### src/rtl/pop_phase_sequencer.sv
// Four-phase timing sequencer: a saturating period counter is compared against the
// active phase's end time, stepping a one-hot phase output through repeated periods.

module comparator #(
    parameter int unsigned WIDTH = 16
) (
    input  logic [WIDTH-1:0] a,
    input  logic [WIDTH-1:0] b,
    output logic             a_gteq_b
);
    assign a_gteq_b = (a >= b);
endmodule

module pop_phase_sequencer #(
    parameter int unsigned WIDTH = 16
) (
    input  logic             clk,
    input  logic             rst_n,
    input  logic             start,
    input  logic             abort,
    input  logic             cfg_we,
    input  logic [2:0]       cfg_addr,
    input  logic [WIDTH-1:0] cfg_data,
    output logic [3:0]       phase_out,
    output logic [1:0]       phase_idx,
    output logic             busy,
    output logic             done,
    output logic [WIDTH-1:0] cycle_cnt
);
    localparam logic [1:0] ST_IDLE = 2'd0;
    localparam logic [1:0] ST_RUN  = 2'd1;
    localparam logic [1:0] ST_DONE = 2'd2;

    logic [1:0]       state_q, state_d;
    logic [WIDTH-1:0] count_q, count_d;
    logic [WIDTH-1:0] cycle_cnt_q, cycle_cnt_d;
    logic [WIDTH-1:0] repeat_q, repeat_d;
    logic [WIDTH-1:0] t_q [4];
    logic [WIDTH-1:0] t_d [4];
    logic [1:0]       phase_q, phase_d;
    logic [3:0]       phase_out_q, phase_out_d;
    logic             busy_q, busy_d;
    logic             done_q, done_d;

    logic             cmp_ge;
    logic [WIDTH-1:0] count_inc;
    logic [WIDTH-1:0] cycle_cnt_inc;

    comparator #(.WIDTH(WIDTH)) u_cmp (
        .a        (count_q),
        .b        (t_q[phase_q]),
        .a_gteq_b (cmp_ge)
    );

    // Saturate so the all-ones count keeps the compare true for every remaining phase.
    assign count_inc     = (count_q == '1) ? count_q : count_q + WIDTH'(1);
    assign cycle_cnt_inc = cycle_cnt_q + WIDTH'(1);

    always_comb begin
        state_d     = state_q;
        count_d     = count_q;
        cycle_cnt_d = cycle_cnt_q;
        repeat_d    = repeat_q;
        for (int unsigned i = 0; i < 4; i++) t_d[i] = t_q[i];
        phase_d     = phase_q;
        phase_out_d = phase_out_q;
        busy_d      = busy_q;
        done_d      = 1'b0;

        case (state_q)
            ST_IDLE: begin
                if (cfg_we) begin
                    if (cfg_addr[2] == 1'b0)   t_d[cfg_addr[1:0]] = cfg_data;
                    else if (cfg_addr == 3'd4) repeat_d = cfg_data;
                end
                if (start && !abort) begin
                    state_d     = ST_RUN;
                    count_d     = '0;
                    phase_d     = 2'd0;
                    cycle_cnt_d = '0;
                    busy_d      = 1'b1;
                    phase_out_d = 4'b0001;
                end
            end
            ST_RUN: begin
                if (abort) begin
                    state_d     = ST_IDLE;
                    phase_d     = 2'd0;
                    phase_out_d = 4'b0000;
                    busy_d      = 1'b0;
                end else if (!cmp_ge) begin
                    count_d = count_inc;
                end else if (phase_q != 2'd3) begin
                    phase_d     = phase_q + 2'd1;
                    phase_out_d = phase_out_q << 1;
                    count_d     = count_inc;
                end else begin
                    cycle_cnt_d = cycle_cnt_inc;
                    if (repeat_q != '0 && cycle_cnt_inc == repeat_q) begin
                        state_d     = ST_DONE;
                        phase_d     = 2'd0;
                        phase_out_d = 4'b0000;
                        busy_d      = 1'b0;
                        done_d      = 1'b1;
                    end else begin
                        count_d     = '0;
                        phase_d     = 2'd0;
                        phase_out_d = 4'b0001;
                    end
                end
            end
            ST_DONE: begin
                state_d = ST_IDLE;
            end
            default: begin
                state_d     = ST_IDLE;
                phase_d     = 2'd0;
                phase_out_d = 4'b0000;
                busy_d      = 1'b0;
            end
        endcase
    end

    always_ff @(posedge clk or negedge rst_n) begin
        if (!rst_n) begin
            state_q     <= ST_IDLE;
            count_q     <= '0;
            cycle_cnt_q <= '0;
            repeat_q    <= WIDTH'(1);
            for (int unsigned i = 0; i < 4; i++) t_q[i] <= '0;
            phase_q     <= 2'd0;
            phase_out_q <= 4'b0000;
            busy_q      <= 1'b0;
            done_q      <= 1'b0;
        end else begin
            state_q     <= state_d;
            count_q     <= count_d;
            cycle_cnt_q <= cycle_cnt_d;
            repeat_q    <= repeat_d;
            for (int unsigned i = 0; i < 4; i++) t_q[i] <= t_d[i];
            phase_q     <= phase_d;
            phase_out_q <= phase_out_d;
            busy_q      <= busy_d;
            done_q      <= done_d;
        end
    end

    assign phase_out = phase_out_q;
    assign phase_idx = phase_q;
    assign busy      = busy_q;
    assign done      = done_q;
    assign cycle_cnt = cycle_cnt_q;

endmodule

### config.mk
export PLATFORM = sky130hd
export DESIGN_NAME = pop_phase_sequencer
export DESIGN_NICKNAME = d
export VERILOG_FILES = /design/src/rtl/pop_phase_sequencer.sv
export SDC_FILE = /design/constraint.sdc
export NUM_CORES = 1
export LEC_CHECK = 0
export ABC_AREA = 1
export CORE_MARGIN = 5
export CORE_UTILIZATION = 59
export DETAILED_ROUTE_END_ITERATION = 7
export GPL_ROUTABILITY_DRIVEN = 0
export PLACE_DENSITY = 0.8
export SLEW_MARGIN = 5
export SYNTH_ARGS = -nofsm -noshare
export SYNTH_HDL_FRONTEND = slang
export SYNTH_HIERARCHICAL = 1
export SYNTH_SLANG_ARGS = --single-unit
### constraint.sdc
create_clock -name clk -period 4.2 [get_ports clk]
set_input_delay 0.63 -clock clk [delete_from_list [all_inputs] [get_ports clk]]
set_output_delay 0.63 -clock clk [all_outputs]
set_load 0.01 [all_outputs]
### Word level (Yosys, flattened, before mapping)

Cells that the tools add are included.

* bits in latches: 0
* input port bits: 24
* word-level logic and storage cells: 96
* bits in registers: 122
* memory bits (read-only): 0
* memories: 0
* bits in writable memories: 0
* output and inout bits: 24

* bitwise logic cells: 4
* equal/unequal tests: 14
* div/mod/pow operators: 0
* reduce and logical (&&, ||, !) cells: 14
* $add $sub $neg: 3
* shift-type cells: 0
* order comparisons: 4
* multiplexer cells: 45
* multipliers: 0

Operator list (count)
* $mux W16: 12
* $bwmux W64: 1
* $pmux W16 S2: 2
* $add A16 B1 Y16 const B: 2
* $bmux W16 S2: 1
* $demux W16 S2: 1
* $mux W2: 9
* $eq A16 B16 Y1: 1
* $eq A16 B16 Y1 const B: 1
* $ge A16 B16 Y1: 1
* $mux W4: 4
* $reduce_bool A16 Y1: 1
* $pmux W4 S3: 1
* $reduce_and A4 Y1: 3
* $mux W1: 11
* $ne A2 B2 Y1 const B: 5
* $reduce_and A5 Y1: 2
* $ne A3 B3 Y1 const B: 3
* $ge A3 B3 Y1 const B: 2
* $not A2 Y3: 2
* $pmux W2 S3: 1
* $reduce_and A3 Y1: 2
* $ne A4 B4 Y1 const B: 1
* $pmux W2 S2: 1
* other kinds (11): 14

### Longest topological paths before layout

Gate-level depths: netlist of run 1.

* word-level depth: 8
* gate-level depth with buffers: 22
* depth with buffers taken out: 20

### Modules after synthesis

Netlist of run 1, hierarchy kept.

By module, submodules not included
* pop_phase_sequencer: area an instance 6346.1 µm², cells each 823, times used 1, seq. area each 3054.2 µm²
* comparator: area an instance 417.9 µm², cells each 69, times used 1, seq. area each 0.0 µm²

### Worst setup path before layout of run 1

OpenSTA, ideal clock, no wires.

* path kind: register to register
* start point: register phase_q[0], in the netlist phase_idx[0]
* end point: register count_q[14]
* arrival time: 2.927 ns
* period minus slack after synthesis: 3.055 ns
* buffers on the path: 3
* setup slack: 1.145 ns
* library setup time: 0.127 ns
* cell stages (with the launch flop): 22
* data required time: 4.073 ns
* cell sequence: dfrtp_1 inv_1 clkbuf_1 nor2_1 o22ai_1 inv_1 ha_1 nand2_1 nor2_1 nor2_1 nand2_1 nand2_1 nand2_1 nand2_1 nand2_1 clkbuf_1 nand2_1 nor2_1 nand4_4 nand2_4 buf_8 o21ai_0

* longest elaborated chain between the ends: 8
* elaborated cells on any way between the ends: 12
* those cells by class: order compare (1); eq/ne (2); mux (7); bitwise (1); reduce/logical (1)

Ends and longest elaborated chain
* from (decl): line 40 `logic [1:0] phase_q, phase_d;`
* from (signal assigned): line 141 `phase_q <= phase_d;`
* $not A2 Y3 (implied by the code) (*): line 51 `.b (t_q[phase_q]),`
* $bmux W16 S2 (*): line 51
* $mux W16 (implied by the code) (*) (2 in a row): line 51
* $ge A16 B16 Y1 (*): line 11 `assign a_gteq_b = (a >= b);`
* named net cmp_ge: line 45 `logic cmp_ge;`
* $mux W16: line 91 `end else if (!cmp_ge) begin`
* $mux W16: line 86 `if (abort) begin`
* $pmux W16 S2: line 70 `case (state_q)`
* to (signal assigned): line 137 `count_q <= count_d;`
* to (decl): line 35 `logic [WIDTH-1:0] count_q, count_d;`

The timed path passes the listed nets; every way through them passes the cells marked *. The select of a mux whose other input is x is not followed.
A chain may end at the register's enable or synchronous reset.

### Worst setup path after layout of run 1

* start point: register phase_q[0], in the netlist phase_idx[0]
* end point: register count_q[8]

The elaborated chain is that of the path after synthesis.

==> impl_metrics.yaml, run 1 <==
sta:
  finalCritPeriodShare_pct: 83.8
  clock_skew_ps: 6.26
  setup_violations: 0
  worst_pin_slew_ps: 1020
  drv_slew: 0
  hold_violations: 0
  slew_headroom_pct: 31.7
  rsz0062_at_grt: "no"
  fin_setup_tns_ps: 0
  layout_min_cycle_time_ps: 3520
  clock.fmax_mhz: 284
cells_and_area:
  area_delta_synth_final_pct: 17.3
  multi_input_area_um2: 3180
  regArea_um2: 3050
  stdcell_count: 1089
  diodes: 0
  fin_nets: 979
  drive_above_1_share_pct: 8.35
  fillers: 952
  final_util_pct: 70.1
critical_path:
  r2r_end: "count_q[8]"
  worst-path-buf-inv: 3
  crit_family: "simple AND/OR/NAND/NOR gates"
  startpoint_type: "flop"
  max_stage_delay_ps: 420
  cp_cell_sequence: "inv_1 -> o21ai_0 -> o22ai_1 -> inv_1 -> ha_1 -> nand2_1 -> nor2_1 -> nor2_1 -> nand2_1 -> nand2_1 -> nand2_1 -> nand2_1 -> nand2_1 -> nand2_1 -> nor2_1 -> nand4_4 -> nand2_4 -> inv_2 -> nand2_1 -> nand2_1"
  arrival_ps: 3830
  cp_max_fo: 28
  r2r-start: "phase_idx[0]"
  critPathMostFrequentCell: "nand2_1"
  reg2reg_depth: 20
  critPathSlowestCell: "inv_1"
  required_ps: 4510
  path_class: "reg2reg"
  endpoint_kind: "flop"
  rrSetupSlack_ps: 680
clock_tree:
  cts-buffers-inserted: 17
  clk-insertion-delay-late_ps: 420
  cts_sinks: 122
  cts.clk_slew.worst_paths_ps: 50
  post_cts_buffers: 0
  cts_resized: 0
  cts_buffer_depth: 2
  cts-root-buf: "clkbuf_16"
  cts_max_level: 4
  cts_tree: "done"
  cts_hold_buf: 0
grt:
  track_usage_pct: 27.4
  first_global_vias: 5955
  grt_pass1_wl_um: 29100
  antenna_found_initial: 0
  grt-ovfl-total: 0
  grt_max_degree: 58
power:
  p_comb_share_pct: 20.9
  p_seq_share_pct: 40.8
  swShare_pct: 30.2
  powerDensity_nw_per_um2: 484
  p_int_uw: 2680
  p_sw_uw: 1160
  peakVddDrop_v: 0.000352
  pwr-share-clk_pct: 38.3
  power_leakage_uw: 0.00381
routing:
  wl_per_cell_um: 15.7
  route.top_layer_used: "met4"
  postRouteAntennaNets: 0
  route.vias.total: 6135
  drt-met1-wl_um: 7560
  post-route-drc-count: 0
  dr.pass1.iters: 6
  dr.first_iter.drc_count: 463
  via_per_inst: 5.63
  finalWirelength_um: 17100
  routed-wl-met3_um: 1270
  wl_met2_um: 7810
logic_synthesis:
  ys_ff_latch: 122
  synth_area_per_cell_um2: 7.58
  synth_cell_type_count: 36
  netlist_instances: 892
  syn-num-nets: 935
  ys_seq_area_share_pct: 45.2
  netlist_area_um2: 6760
  yosysWarnings: 6
flow_run:
  maxCapViolCount: 0
die:
  coreArea_um2: 11300
  initial_utilization_pct: 59.7
  die-area_um2: 13700
  die_y_um: 117
  core.rowCount: 39
  die_w_um: 117
  ioPinCount: 48
place:
  portBuffers: 47
  post-dp-hpwl_um: 11900
  dp_cells: 1060
outcome:
  outcome: "completed"
worst_hold_path:
  min_path_type: "in2async"
-- layout by cell type (no fill, tap or decap), drive strengths merged, types with 2 or more instances in the layout --
cell type / n
o21ai: 141
nand4: 14
clkdlybuf4s50: 46
clkbuf: 20
dfrtp: 121
xor2: 8
inv: 101
xnor2: 3
o22ai: 28
a22oi: 2
clkinv: 5
nand3b: 4
nor3: 8
a21oi: 13
nand3: 52
ha: 19
buf: 10
o211ai: 5
bufinv: 3
nand2: 252
nor2: 85
-- routing by layer --
| layer | vias to the layer above | GRT usage [%] |
|---|---|---|
| met2 | 247 | 41.8 |
| met5 | - | 0 |
| met1 | 2833 | 37.7 |
| met3 | 43 | 6.32 |
| met4 | 0 | 12.3 |
| li1 | 3012 | - |
-- per-stage QoR --
step	power, uW	area [um2]	hold slack [ps]	setup slack [ps]
2_1_floorplan	2110	6760	334	1150
3_3_place_gp	2330	7340	462	856
3_5_place_dp	2370	7340	468	766
4_1_cts	3840	7930	280	732
5_1_grt	4070	7930	316	380
6_report	3840	7930	248	679
-- flip-flops by register name, summed over array words and instances, names as in the netlist --
name       flops
repeat_q      16
t_q           64
state_q        2
cycle_cnt     16
busy           1
count_q       16
phase_idx      2
phase_out      4
done           1
-- cells in the mapped netlist --
master	n	area [um2]
buf_8	1	15.0
nand2_1	237	890
buf_12	1	20.0
o21ai_1	5	25.0
o211ai_1	5	37.5
inv_2	4	15.0
xor2_1	8	70.1
nand2_2	13	81.3
o21a_1	1	7.51
nor2_4	3	33.8
nor3_1	7	35.0
inv_1	97	364
xnor2_1	3	26.3
nand4_4	1	21.3
nand3_1	51	255
nor4_1	1	6.26
clkbuf_1	26	97.6
nor2_2	7	43.8
a21oi_1	13	65.1
nand2_4	2	22.5
nor3_2	1	10.0
nand4_1	13	81.3
ha_1	19	238
dfrtp_1	121	3030
nor2_1	75	282
a22oi_1	2	15.0
o21ai_2	7	61.3
buf_2	2	10.0
nand3b_1	4	30.0
a221oi_1	1	8.76
dfstp_2	1	26.3
o22ai_1	28	175
buf_1	1	3.75
o21ai_0	129	646
a21boi_0	1	7.51
nand3_2	1	10.0
-- worst max-delay path by stage --
stage          slack, ps  cells after the start           to    startpoint
3_5_place_dp         770                     17  count_q[12]  phase_idx[0]
5_1_grt              380                     20   count_q[8]  phase_idx[0]
6_report             680                     20   count_q[8]  phase_idx[0]
3_3_place_gp         860                     17   count_q[8]  phase_idx[0]
2_1_floorplan       1150                     21  count_q[14]  phase_idx[0]
4_1_cts              730                     20   count_q[8]  phase_idx[0]
-- kinds of logic (layout without fill, tap and decap cells) --
logic type	Yosys count	after routing	synth area share [%]
buffers and inverters	132	186	7.77
xor gates and xnor gates	11	11	1.42
adders and majority gates	19	19	3.51
DFF	122	122	45.2
AOI/OAI and AO/OA	192	192	15.5
and+or+nand+nor	416	416	26.6
-- power by group through the flow --
| stage | sequential, uW | combinational [uW] | clock, uW |
|---|---|---|---|
| 3_3_place_gp | 1580 | 758 | 0 |
| 2_1_floorplan | 1530 | 571 | 0 |
| 4_1_cts | 1560 | 801 | 1480 |
| 6_report | 1570 | 802 | 1470 |
| 3_5_place_dp | 1580 | 790 | 0 |
| 5_1_grt | 1600 | 931 | 1550 |
-- area by class of cell --
type                       instances  area share, %
tap                              143           2.26
sequential                       122           38.5
multi-input combinational        638           40.1
inverter                         101           4.78
clock buffer                      20           5.88
clock inverter                     9           1.55
timing repair buffer              56           6.91
Power figures use the tool's default switching activity.
==> run 2: changes to the inputs <==
==> constraint.sdc (replaced) <==
create_clock -name clk -period 3.3 [get_ports clk]
set_input_delay 0.495 -clock clk [delete_from_list [all_inputs] [get_ports clk]]
set_output_delay 0.495 -clock clk [all_outputs]
set_load 0.01 [all_outputs]
==> run 2 against run 1 <==
Utilization rose by 0.33 points. Non-clock buffer count increased by 5. First-iteration DRC count up 20%. Sequential power rose by 27%. Clock skew rose by 2.4 ps. Clock power grew 20%. Sequential cell count unchanged. Critical path depth is 6 lower. Clock-buffer cell count did not move. Fmax rose by 14%. Die area stayed put. Via count decreased by 0.68%.
==> impl_metrics.yaml, run 2 (synthesis results as in run 1) <==
routing:
  route.top_layer_used: "met4"
  finalWirelength_um: 16900
  drt-met1-wl_um: 7680
  postRouteAntennaNets: 0
  route.vias.total: 6093
  post-route-drc-count: 0
  routed-wl-met3_um: 1150
  via_per_inst: 5.55
  dr.first_iter.drc_count: 555
  wl_met2_um: 7710
  wl_per_cell_um: 15.4
  dr.pass1.iters: 5
cells_and_area:
  area_delta_synth_final_pct: 17.9
  final_cell_mix: "236 x nand2_1, 129 x o21ai_0, 121 x dfrtp_1"
  drive_above_1_share_pct: 9.43
  fillers: 933
  regArea_um2: 3050
  post-route-cell-area_um2: 7970
  final_common_cell: "nand2_1"
  multi_input_area_um2: 3200
  largest_reg_flops: 64
  fin_nets: 984
  top_register: "t_q"
  diodes: 0
sta:
  worst_pin_slew_ps: 980
  clock.fmax_mhz: 324
  finalCritPeriodShare_pct: 93.5
  layout_min_cycle_time_ps: 3090
  hold_violations: 0
  setup_violations: 0
  rsz0062_at_grt: "no"
  fin_setup_tns_ps: 0
  drv_slew: 0
  clock_skew_ps: 8.62
  slew_headroom_pct: 34.5
die:
  die_w_um: 117
  initial_utilization_pct: 59.7
  die-area_um2: 13700
  ioPinCount: 48
  core.rowCount: 39
  coreArea_um2: 11300
  die_y_um: 117
clock_tree:
  clk-insertion-delay-late_ps: 420
  cts-buffers-inserted: 17
  cts_buffer_depth: 2
  cts.clk_slew.worst_paths_ps: 60
  cts_max_level: 4
  cts_tree: "done"
  cts-root-buf: "clkbuf_16"
  cts_sinks: 122
  post_cts_buffers: 0
grt:
  grt_pass1_wl_um: 28700
  grt-ovfl-total: 0
  track_usage_pct: 27.1
  grt_max_degree: 52
  first_global_vias: 5893
  antenna_found_initial: 0
critical_path:
  path_class: "reg2reg"
  required_ps: 3600
  startpoint_type: "flop"
  arrival_ps: 3390
  endpoint_kind: "flop"
  cp_max_fo: 34
power:
  power_leakage_uw: 0.00381
  powerDensity_nw_per_um2: 602
  peakVddDrop_v: 0.000510
worst_hold_path:
  min_path_type: "in2async"
outcome:
  outcome: "completed"
place:
  post-dp-hpwl_um: 11900
  portBuffers: 47
  dpl-instance-area_um2: 7380
flow_run:
  maxCapViolCount: 0
[run 2: cell types whose count changed in the layout (fill, tap and decap cells not counted), sizes merged]
cell | previous run | this run
bufinv | 3 | 1
buf | 10 | 15
clkinvlp | 1 | 3
inv | 101 | 104
[run 2: area by class of cell]
class / count / share of cell area [%]
clock buffers: 20 / 5.73
clock inverters: 12 / 1.44
inverters: 101 / 4.76
multi-input cells: 638 / 40.2
flip-flops and latches: 122 / 38.3
well taps: 143 / 2.24
repair buffers: 61 / 7.35
[run 2: where the power goes]
part	switching [uW]	internal, uW	total, uW	leakage, uW
clock	688	1080	1770	0.000273
combinational	630	401	1030	0.00195
sequential	209	1790	2000	0.00159
total	1530	3270	4800	0.00381
[run 2: repair_timing]
action                                  CTS  global route
endpoints found under the setup margin    0            34
resized for setup                         0             5
hold buffers                              0             0
[run 2: path summary, 6_finish.rpt]
path                                   start           end  slack, ps  depth (start not counted)
worst min-delay path                   rst_n       t_q[32]         80                          1
worst max-delay path            phase_idx[0]  phase_idx[0]        210                         14
min in group clk                     t_q[29]       t_q[29]        480                          2
worst min register to register       t_q[29]       t_q[29]        480                          2
worst max register to register  phase_idx[0]  phase_idx[0]        210                         14
max in group asynchronous              rst_n   repeat_q[0]       2420                          2
[run 2: worst max-delay path, stage by stage (launching register included)]
cell	delay, ps
dfrtp_1	350
buf_4	330
o21ai_0	170
o22ai_1	190
inv_1	70
ha_1	320
a21oi_1	150
o21ai_0	90
a21oi_1	130
nand2_1	100
buf_4	180
o21ai_0	300
a21oi_2	110
buf_4	180
o21ai_0	270
[run 2: stage by stage]
step	total power, uW	hold slack (ps)	util (%)	setup WS, ps	cells
after floorplan	2680	199	-	245	892
after global placement	2990	462	65.2	303	1065
after detailed placement	3030	469	65.2	195	1065
after CTS	4820	97.0	70.3	184	1097
after global routing	5110	127	70.4	0.959	1097
final	4800	83.8	70.4	214	1097
[run 2: per-layer routing]
layer,up-vias,GRT usage (%)
li1,3024,-
met1,2819,36.3
met2,219,42.2
met3,31,7.46
met4,0,10.6
met5,-,0
